`src/rtl/bitnet_pkg.sv`:
```
`default_nettype none
// ============================================================================
// Module   : bitnet_pkg
// Purpose  : Shared types and defaults for the propagation sequencer: the
//            sequencer state encoding and the default lane / counter widths.
// Ports    : none (package)
// Revision : 1.0 - initial release
// ============================================================================
package bitnet_pkg;

  typedef enum logic [2:0] {
    ST_IDLE = 3'd0,
    ST_FWD  = 3'd1,
    ST_LOSS = 3'd2,
    ST_BWD  = 3'd3,
    ST_DONE = 3'd4
  } state_t;

  localparam int LANES_DEF = 3;
  localparam int CNT_W_DEF = 16;

endpackage
`default_nettype wire

```
`src/rtl/prop_sequencer.sv`:
```
`default_nettype none
// ============================================================================
// Module   : prop_sequencer
// Purpose  : Sequences one training sample through a chain of unit layers:
//            forward enables ascending, one loss cycle computing the error
//            vector, backward enables descending, then a done pulse and
//            sample / mismatch statistics.
// Ports    : clk_in, rst_in (sync, active high)
//            start_in, infer_only_in, abort_in, target_in, net_in  - control/data in
//            fd_prop_out, bk_prop_out  - one-hot layer enables
//            err_out, busy_out, done_out, mismatch_out             - status/data out
//            sample_cnt_out, mismatch_cnt_out                      - statistics
// Revision : 1.0 - initial release
// ============================================================================
module prop_sequencer
  import bitnet_pkg::*;
#(
  parameter int NUM_LAYERS = 4,
  parameter int LANES      = LANES_DEF,
  parameter int CNT_W      = CNT_W_DEF
) (
  input  logic                  clk_in,
  input  logic                  rst_in,
  input  logic                  start_in,
  input  logic                  infer_only_in,
  input  logic                  abort_in,
  input  logic [LANES-1:0]      target_in,
  input  logic [LANES-1:0]      net_in,
  output logic [NUM_LAYERS-1:0] fd_prop_out,
  output logic [NUM_LAYERS-1:0] bk_prop_out,
  output logic [LANES-1:0]      err_out,
  output logic                  busy_out,
  output logic                  done_out,
  output logic                  mismatch_out,
  output logic [CNT_W-1:0]      sample_cnt_out,
  output logic [CNT_W-1:0]      mismatch_cnt_out
);

  localparam int                    IDX_W      = (NUM_LAYERS > 1) ? $clog2(NUM_LAYERS) : 1;
  localparam logic [IDX_W-1:0]      C_LAST_IDX = IDX_W'(NUM_LAYERS - 1);
  localparam logic [NUM_LAYERS-1:0] C_ONE      = NUM_LAYERS'(1);

  state_t                r_state,  w_state_nxt;
  logic [IDX_W-1:0]      r_idx,    w_idx_nxt;
  logic [LANES-1:0]      r_target, w_target_nxt;
  logic                  r_infer,  w_infer_nxt;
  logic [NUM_LAYERS-1:0] w_fd_nxt, w_bk_nxt;
  logic [LANES-1:0]      w_err_nxt;
  logic                  w_done_nxt, w_mis_nxt;
  logic [CNT_W-1:0]      w_scnt_nxt, w_mcnt_nxt;

  // All outputs are registered: the combinational process computes the value
  // each output must show in the cycle after the edge.
  always_comb begin
    w_state_nxt  = r_state;
    w_idx_nxt    = r_idx;
    w_target_nxt = r_target;
    w_infer_nxt  = r_infer;
    w_fd_nxt     = '0;
    w_bk_nxt     = '0;
    w_err_nxt    = err_out;
    w_done_nxt   = 1'b0;
    w_mis_nxt    = mismatch_out;
    w_scnt_nxt   = sample_cnt_out;
    w_mcnt_nxt   = mismatch_cnt_out;

    case (r_state)
      ST_IDLE: begin
        if (start_in && !abort_in) begin
          w_state_nxt  = ST_FWD;
          w_idx_nxt    = '0;
          w_fd_nxt     = C_ONE;
          w_target_nxt = target_in;
          w_infer_nxt  = infer_only_in;
        end
      end
      ST_FWD: begin
        if (r_idx == C_LAST_IDX) begin
          w_state_nxt = ST_LOSS;
        end else begin
          w_idx_nxt = r_idx + 1'b1;
          w_fd_nxt  = C_ONE << w_idx_nxt;
        end
      end
      ST_LOSS: begin
        w_err_nxt = net_in ^ r_target;
        w_mis_nxt = |(net_in ^ r_target);
        if (r_infer) begin
          w_state_nxt = ST_DONE;
          w_done_nxt  = 1'b1;
        end else begin
          w_state_nxt = ST_BWD;
          w_idx_nxt   = C_LAST_IDX;
          w_bk_nxt    = C_ONE << C_LAST_IDX;
        end
      end
      ST_BWD: begin
        if (r_idx == '0) begin
          w_state_nxt = ST_DONE;
          w_done_nxt  = 1'b1;
        end else begin
          w_idx_nxt = r_idx - 1'b1;
          w_bk_nxt  = C_ONE << w_idx_nxt;
        end
      end
      ST_DONE: begin
        // Statistics commit on leaving DONE so mismatch_out is already settled.
        w_state_nxt = ST_IDLE;
        w_scnt_nxt  = sample_cnt_out + 1'b1;
        if (mismatch_out) w_mcnt_nxt = mismatch_cnt_out + 1'b1;
      end
      default: w_state_nxt = ST_IDLE;
    endcase

    // Abort discards everything the current sample would have changed.
    if (abort_in && (r_state != ST_IDLE)) begin
      w_state_nxt = ST_IDLE;
      w_idx_nxt   = '0;
      w_fd_nxt    = '0;
      w_bk_nxt    = '0;
      w_done_nxt  = 1'b0;
      w_err_nxt   = err_out;
      w_mis_nxt   = mismatch_out;
      w_scnt_nxt  = sample_cnt_out;
      w_mcnt_nxt  = mismatch_cnt_out;
    end
  end

  always_ff @(posedge clk_in) begin
    if (rst_in) begin
      r_state          <= ST_IDLE;
      r_idx            <= '0;
      r_target         <= '0;
      r_infer          <= 1'b0;
      fd_prop_out      <= '0;
      bk_prop_out      <= '0;
      err_out          <= '0;
      busy_out         <= 1'b0;
      done_out         <= 1'b0;
      mismatch_out     <= 1'b0;
      sample_cnt_out   <= '0;
      mismatch_cnt_out <= '0;
    end else begin
      r_state          <= w_state_nxt;
      r_idx            <= w_idx_nxt;
      r_target         <= w_target_nxt;
      r_infer          <= w_infer_nxt;
      fd_prop_out      <= w_fd_nxt;
      bk_prop_out      <= w_bk_nxt;
      err_out          <= w_err_nxt;
      busy_out         <= (w_state_nxt != ST_IDLE);
      done_out         <= w_done_nxt;
      mismatch_out     <= w_mis_nxt;
      sample_cnt_out   <= w_scnt_nxt;
      mismatch_cnt_out <= w_mcnt_nxt;
    end
  end

endmodule
`default_nettype wire
```
`config.mk`:
```
export PLATFORM = sky130hd
export DESIGN_NAME = prop_sequencer
export DESIGN_NICKNAME = d
export VERILOG_FILES = /design/src/rtl/bitnet_pkg.sv /design/src/rtl/prop_sequencer.sv
export SDC_FILE = /design/constraint.sdc
export NUM_CORES = 1
export LEC_CHECK = 0
export BUFFER_PORTS_ARGS = -buffer_cell sky130_fd_sc_hd__buf_4
export CORE_UTILIZATION = 40
export CTS_CLUSTER_DIAMETER = 100
export DETAILED_ROUTE_END_ITERATION = 7
export GPL_TIMING_DRIVEN = 1
export SETUP_SLACK_MARGIN = 0.3
export SKIP_LAST_GASP = 1
export SLEW_MARGIN = 20
export SYNTH_ARGS = -nofsm -noshare
export SYNTH_HDL_FRONTEND = slang
export SYNTH_SLANG_ARGS = --single-unit
```
`constraint.sdc`:
```
create_clock -name clk_in -period 3.6 [get_ports clk_in]
set_input_delay 0.54 -clock clk_in [delete_from_list [all_inputs] [get_ports clk_in]]
set_output_delay 0.54 -clock clk_in [all_outputs]
set_load 0.05 [all_outputs]
```
Word-level counts from Yosys, hierarchy flattened --
Index checks and enable logic that the tools add are counted.
Storage, ports and cells: register bits 55, word-level logic and storage cells 64
Operators by class: add/subtract/negate cells 4, equal/unequal tests 9, shifts and indexed selects 2, mux-type cells 20, bitwise gates (word level) 2, reductions and logical operators 15
Operator list (number):
- $add 16x1->16 const B | 2
- $pmux 4 s2 | 2
- $mux 3 | 5
- $mux 4 | 3
- $pmux 3 s4 | 1
- $mux 2 | 4
- $ne 2x2->1 const B | 4
- $pmux 2 s4 | 1
- $shl 1x2->4 const A | 2
- $eq 3x2->1 const B | 2
- $reduce_and 2->1 | 3
- $reduce_bool 3->1 | 2
- $reduce_and 5->1 | 1
- $reduce_bool 4->1 | 1
- $eq 3x1->1 const B | 1
- $eq 3x3->1 const B | 1
- $logic_not 3->1 | 1
- $mux 1 | 3
- $reduce_and 3->1 | 1
- $reduce_or 3->1 | 1
- $xor 3x3->3 | 1
- $add 2x1->2 const B | 1
- $eq 2x2->1 const B | 1
- $logic_and 1x1->1 | 2
- other kinds (6) | 6

Longest topological paths before layout --
Gate-level depths: netlist of run 1.
depth in word-level cells 6, depth in mapped cells 6, gate-level depth less buffers 6

Least setup slack after synthesis of run 1 --
Ideal clock, no wire load.
path type input port to flip-flop, start input abort_in, end register sample_cnt_out[11], library setup time 70 ps, data arrival time 2104 ps, slack 1426 ps, stages 6, buffers on the path 2, cells stage by stage buf_6 -> or4b_1 -> buf_2 -> or3_1 -> or3_1 -> a21oi_1
On the way: word-level cells in the longest chain between the ends 3
RTL lines:
- from (decl) | line prop_sequencer.sv:26 | input logic abort_in,
- $logic_and 1x1->1 | line prop_sequencer.sv:116 | if (abort_in && (r_state != ST_IDLE)) begin
- $not 1->1 (no source line)
- $reduce_and 2->1 (no source line)
- to (signal assigned) | line prop_sequencer.sv:154 | sample_cnt_out <= w_scnt_nxt;
- to (decl) | line prop_sequencer.sv:35 | output logic [CNT_W-1:0] sample_cnt_out,
Every way passes these cells. A chain may end at the register's enable or synchronous reset.

Final worst setup path of run 1 --
start register r_state[2], end register sample_cnt_out[15]
On the way: word-level cells in the longest chain between the ends 4, elaborated cells between the ends (all ways) 5
RTL lines:
- from (decl) | line prop_sequencer.sv:43 | state_t r_state, w_state_nxt;
- from (signal assigned) | line prop_sequencer.sv:144 | r_state <= w_state_nxt;
- $reduce_bool 3->1 | line prop_sequencer.sv:116
- $logic_and 1x1->1 | line prop_sequencer.sv:116
- $not 1->1 (no source line)
- $reduce_and 2->1 (no source line) *
Every way passes the cells marked *; elsewhere a longest branch is shown, timed or not.

==> results.sh, run 1 <==
export IMPL_status="complete, no violations"
export IMPL_clockBufferDepth=2
export IMPL_critical_path_top_delay_family="simple AND/OR/NAND/NOR gates"
export IMPL_final_common_cell="buf_4"
export IMPL_crit_chain="or4b_1 > nor3_1 > a31o_2 > a21oi_1"
export IMPL_synthDistinctLibCells=39
export IMPL_cp_max_fo=11
export IMPL_hold_violations=0
export IMPL_grt_overflow=0
export IMPL_die_width_um=80.54
export IMPL_ys_seq_area_share_pct=44.62
export IMPL_yosysWarnings=0
export IMPL_synth_seq_cells=55
export IMPL_fin_tns_setup_ns=0
export IMPL_postPlaceCellArea_um2=2918
export IMPL_gr_usage_met3_pct=4.091
export IMPL_gr_usage_met1_pct=23.94
export IMPL_postCtsSetupBuffers=0
export IMPL_synth_avg_cell_area_um2=9.071
export IMPL_clk_pin_slew_ns=0.10
export IMPL_cts_hold_buf=0
export IMPL_ctsResizeCount=0
export IMPL_cts_tree="yes"
export IMPL_hold_path_class="in2reg"
export IMPL_antennaDiodeCount=0
export IMPL_min_period_ns=2.078
export IMPL_startpoint="r_state[2]"
export IMPL_fin_skew_ns=0.006782
export IMPL_antenna_found_initial=0
export IMPL_avgRoutedWirePerCell_um=12.58
export IMPL_initial_core_util_pct=41.67
export IMPL_leakagePower_nw=1.188
export IMPL_end_kind="flip-flop"
export IMPL_post_route_cell_area_um2=2999
export IMPL_p_per_area_nw_per_um2=342.1
export IMPL_drive_gt1_share_pct=20.99
export IMPL_fin_hold_ws_ns=0.4655
export IMPL_syn_area_um2=2467
export IMPL_ff2ff_setup_slack_ns=1.52
export IMPL_grt_busiest_layer="met1"
export IMPL_ys_flop_type="dfxtp_1"
export IMPL_max_freq_mhz=481.2
export IMPL_drv_cap=0
export IMPL_clk_latency_ns=0.30
export IMPL_tightest_slew_ns=1.017
export IMPL_required_ns=3.78
export IMPL_synth_fp_nets=292
export IMPL_setup_viol=0
export IMPL_synth_edf_count=0
export IMPL_via_per_inst=5.085
export IMPL_finalMaxSlewViolations=0
export IMPL_final_cell_mix="buf_4 (57), dfxtp_1 (55), nor2_1 (28)"
export IMPL_cts_root_buffer_cell="clkbuf_8"
export IMPL_slowest_delay_ns=0.59
export IMPL_startpoint_type="flip-flop"
export IMPL_antenna_left=0
export IMPL_coreArea_um2=5921
export IMPL_drt_iter0_markers=73
export IMPL_grt_pass1_vias=1764
export IMPL_ys_async_sr_fraction_pct=0
export IMPL_r2r_end="sample_cnt_out[15]"
export IMPL_fin_nets=343
export IMPL_htreeDepth=2
export IMPL_rsz0062_at_grt="false"
export IMPL_grt_usage_pct=16.59
export IMPL_syn_to_final_growth_pct=21.55
export IMPL_die_area_um2=6487
export IMPL_rows=28
export IMPL_critPathCapture="sample_cnt_out[15]"
export IMPL_cp_buffers_inverters=0
export IMPL_vias=2029
export IMPL_cp_arrival_ns=2.26
export IMPL_grt_pass1_wl_mm=8.369
export IMPL_netlist_instances=272
export IMPL_fillers=586
export IMPL_criticalPathCategory="reg2reg"
export IMPL_grt_max_degree=44
export IMPL_drc=0
export IMPL_cts_buffers_inserted=5
export IMPL_dp_hpwl_mm=3.542
export IMPL_dr_pass1_iters=4
export IMPL_io_pins=57
export IMPL_relSlewSlack_pct=31.25
export IMPL_grt_util_met2_pct=23.81
export IMPL_finalCritPeriodShare_pct=57.73
export IMPL_worst_path_stages=4
export IMPL_fp_dieH_um=80.54
export IMPL_wirelength_mm=5.018
export IMPL_reg2reg_depth=4
export IMPL_worstReg2RegStart="r_state[2]"
export IMPL_slowest_stage="or4b_1"
export IMPL_port_buffers=56
export IMPL_ir_drop_v=0.0001582
export IMPL_clock_sink_count=55
export IMPL_gp_congestion=0.7226
-- per-layer routing --
layer,part of all wire [%],up-vias
li1,-,1062
met2,42,44
met5,0,-
met4,1.2,0
met3,4.2,5
met1,52,918
-- final cells by class --
| class | instances | area (um^2) | share of cell area (%) |
|---|---|---|---|
| timing repair buffer | 57 | 427.9 | 14.27 |
| clock buffer | 7 | 76.32 | 2.545 |
| sequential | 55 | 1101 | 36.71 |
| tap | 75 | 93.84 | 3.129 |
| multi-input combinational | 197 | 1269 | 42.30 |
| inverter | 7 | 26.28 | 0.8761 |
| clock inverter | 1 | 5.005 | 0.1669 |
-- worst register-to-register path, cell delays in order (launching register included) --
cell and delay (ns):
dfxtp_1 0.53, or4b_1 0.59, nor3_1 0.54, a31o_2 0.25, a21oi_1 0.05
-- worst min-delay path by stage --
stage / start / end / slack (ns) / cells past startpoint
global route: infer_only_in / r_infer / 0.49 / 3
CTS: target_in[0] / r_target[0] / 0.46 / 3
floorplan: r_infer / r_infer / 0.48 / 2
detailed placement: mismatch_cnt_out[15] / mismatch_cnt_out[15] / 0.48 / 2
global placement: mismatch_cnt_out[15] / mismatch_cnt_out[15] / 0.46 / 2
finish: target_in[0] / r_target[0] / 0.47 / 3
-- power breakdown --
part | switching, W | internal, W
registers | 0.00000985 | 0.000616
logic | 0.0000405 | 0.0000287
clock network | 0.000194 | 0.000137
total | 0.000244 | 0.000782
-- kinds of logic (layout without fill, tap and decap cells) --
logic type,Yosys count,after routing,synth area share (%)
AOI/OAI and AO/OA,44,44,10.55
buffers and inverters,20,72,3.956
adders and majority gates,9,9,4.564
muxes,6,6,2.434
and+or+nand+nor,118,118,26.77
xor gates and xnor gates,20,20,7.099
DFF,55,55,44.62
-- Yosys cell counts, types with 4 or more instances --
cell type | n | share of area [%]
dfxtp_1 | 55 | 45
nor2_1 | 28 | 4.3
a21oi_1 | 20 | 4.1
nand2_1 | 15 | 2.3
or3_1 | 13 | 3.3
nand4_1 | 12 | 3.0
o21ai_0 | 12 | 2.4
nand3_1 | 11 | 2.2
xor2_1 | 11 | 3.9
and3_1 | 9 | 2.3
ha_1 | 9 | 4.6
xnor2_1 | 9 | 3.2
clkbuf_1 | 8 | 1.2
inv_1 | 7 | 1.1
and2_1 | 6 | 1.5
mux2i_1 | 6 | 2.4
a211oi_1 | 4 | 1.2
and4_1 | 4 | 1.4
nor2b_1 | 4 | 1.0
nor3_1 | 4 | 0.81
-- state kept, by name, summed over array words and instances, names as in the netlist --
register          flops
busy_out              1
bk_prop_out           4
done_out              1
fd_prop_out           4
r_infer               1
mismatch_out          1
sample_cnt_out       16
mismatch_cnt_out     16
r_state               3
r_target              3
r_idx                 2
err_out               3
-- metrics by stage --
step / setup slack, ns / utilization, % / total power (W) / instances
global route: 1.315 / 50.66 / 0.001081 / 399
floorplan: 1.426 / - / 0.0006902 / 272
detailed placement: 1.304 / 49.28 / 0.0007100 / 391
global placement: 1.341 / 49.28 / 0.0007099 / 391
CTS: 1.535 / 50.66 / 0.001044 / 399
finish: 1.522 / 50.66 / 0.001026 / 399
Power figures use the tool's default switching activity.
==> inputs of run 2 (changes only) <==
Settings changed: ABC_AREA from default to 1.
Clock period 3.6 ns to 2 ns, I/O delays scaled along.
==> results.sh, run 2 <==
export IMPL_status="complete, no violations"
export IMPL_post_route_cell_area_um2=3228
export IMPL_cp_arrival_ns=1.67
export IMPL_rows=29
export IMPL_postPlaceCellArea_um2=3131
export IMPL_cts_tree="yes"
export IMPL_ir_drop_v=0.0003298
export IMPL_synth_avg_cell_area_um2=6.915
export IMPL_final_cell_mix="nand2_1 (90), nor2_1 (67), buf_4 (59)"
export IMPL_yosysTopAreaCell="dfxtp_1"
export IMPL_seq_area_um2=1101
export IMPL_via_per_inst=4.745
export IMPL_die_area_um2=6862
export IMPL_relSlewSlack_pct=75.60
export IMPL_path_common_cell="nand2_1"
export IMPL_io_pins=57
export IMPL_ys_async_sr_fraction_pct=0
export IMPL_fp_dieH_um=82.84
export IMPL_clk_latency_ns=0.31
export IMPL_min_period_ns=1.453
export IMPL_startpoint_type="flip-flop"
export IMPL_netlist_instances=378
export IMPL_reg2reg_depth=8
export IMPL_grt_pass1_vias=2227
export IMPL_criticalPathCategory="reg2reg"
export IMPL_crit_chain="inv_1 > nand2_1 > nor2_4 > nand3_2 > nor2_2 > nand3_1 > nand2_1 > nor2_1"
export IMPL_clk_pin_slew_ns=0.10
export IMPL_cts_buffers_inserted=5
export IMPL_gp_congestion=0.7877
export IMPL_tightest_slew_ns=0.3647
export IMPL_slowest_delay_ns=0.34
export IMPL_syn_to_final_growth_pct=23.50
export IMPL_rsz0062_at_grt="false"
export IMPL_dr_pass1_iters=4
export IMPL_fillers=630
export IMPL_required_ns=2.22
export IMPL_max_freq_mhz=688.1
export IMPL_grt_usage_pct=17.41
export IMPL_antenna_found_initial=0
export IMPL_setup_viol=0
export IMPL_drc=0
export IMPL_final_cell_count_no_fill=518
export IMPL_ys_flop_type="dfxtp_1"
export IMPL_cts_hold_buf=0
export IMPL_coreArea_um2=6314
export IMPL_wirelength_mm=5.698
export IMPL_dpl_cell_count=509
export IMPL_htreeDepth=2
export IMPL_fin_hold_ws_ns=0.2297
export IMPL_top_regs="mismatch_cnt_out x16, sample_cnt_out x16"
export IMPL_cp_max_fo=7
export IMPL_antennaDiodeCount=0
export IMPL_synth_edf_count=0
export IMPL_multi_input_area_um2=1291
export IMPL_synth_seq_cells=55
export IMPL_initial_core_util_pct=41.40
export IMPL_end_kind="flip-flop"
export IMPL_clock_sink_count=55
export IMPL_drv_cap=0
export IMPL_yosysWarnings=0
export IMPL_p_per_area_nw_per_um2=588.0
export IMPL_clockBufferDepth=2
export IMPL_finalCritPeriodShare_pct=72.66
export IMPL_drive_gt1_share_pct=18.37
export IMPL_port_buffers=56
export IMPL_die_width_um=82.84
export IMPL_synthDistinctLibCells=27
export IMPL_hold_path_class="in2reg"
export IMPL_avgRoutedWirePerCell_um=11.00
export IMPL_drt_iter0_markers=71
export IMPL_synth_fp_nets=398
export IMPL_grt_overflow=0
export IMPL_finalMaxSlewViolations=0
export IMPL_grt_pass1_wl_mm=9.970
export IMPL_fin_skew_ns=0.005060
export IMPL_vias=2458
export IMPL_cts_root_buffer_cell="clkbuf_8"
export IMPL_synth_cells_most_frequent="nand2_1 (90), nor2_1 (67), dfxtp_1 (55)"
export IMPL_dp_hpwl_mm=4.310
export IMPL_antenna_left=0
export IMPL_slowest_stage="dfxtp_1"
export IMPL_fin_nets=460
export IMPL_synth_most_common_cell="nand2_1"
export IMPL_hold_depth=2
export IMPL_syn_area_um2=2614
export IMPL_netlist_top_cells_area="dfxtp_1 (42%), nand2_1 (13%), nor2_1 (9.6%)"
export IMPL_final_common_cell="nand2_1"
export IMPL_synth_top_area_share_pct=42.13
export IMPL_fin_tns_setup_ns=0
export IMPL_grt_max_degree=20
export IMPL_leakagePower_nw=1.445
export IMPL_ys_seq_area_share_pct=42.13
export IMPL_hold_violations=0
## run 2: logic make-up after synthesis
group                    Yosys count  synth area share (%)
adder cells (fa/ha/maj)            9                 4.308
AO/OA/AOI/OAI                     52                 10.77
XOR/XNOR                           3                 1.005
buffers and inverters             60                 8.664
flip-flops                        55                 42.13
AND/OR/NAND/NOR                  199                 33.13
## run 2: per-stage QoR
step           total power (W)  worst slack (ns)  utilization, %
3_3_place_gp          0.001308            0.4527           49.58
5_1_grt               0.001996            0.3345           51.13
2_1_floorplan         0.001256            0.3564               -
4_1_cts               0.001920            0.4785           50.93
3_5_place_dp          0.001307            0.4947           49.58
6_report              0.001898            0.5467           51.13
## run 2: per-layer routing
metal,global-route usage [%],vias to the layer above,routed length (um)
met5,0,-,0
met4,5.172,0,67
met3,4.175,5,251
met2,27.72,56,2578
met1,23.39,1088,2800
li1,-,1309,-
## run 2: layout make-up
type | count | area share [%]
tap | 77 | 2.984
sequential | 55 | 34.11
timing repair buffer | 59 | 13.72
clock inverter | 2 | 0.3876
inverter | 56 | 6.550
multi-input combinational | 263 | 40.00
clock buffer | 6 | 2.248
## run 2: repair_timing
action,in CTS,in global routing
resized for setup,0,1
endpoints found under the setup margin,0,3
buffers inserted,0,1
## run 2: final timing paths
kind | start | endpoint | slack, ns
worst min register to register | sample_cnt_out[15] | sample_cnt_out[15] | 0.50
worst max register to register | r_state[0] | sample_cnt_out[11] | 0.55
worst max-delay path | r_state[0] | sample_cnt_out[11] | 0.55
worst min-delay path | rst_in | mismatch_cnt_out[1] | 0.23
## run 2: power breakdown
group / switching, W / internal (W) / leakage [nW] / total, W
clock: 0.000368 / 0.000246 / 0.0412 / 0.000614
combinational: 0.000102 / 0.0000578 / 0.959 / 0.000160
sequential: 0.0000135 / 0.00111 / 0.444 / 0.00112
## run 2: critical path: cells and delay by family, from the launching register on
kind	cells	cell delay (ns)
buffers and inverters	1	0.12
AND/OR/NAND/NOR	7	0.89
flip-flops	1	0.34
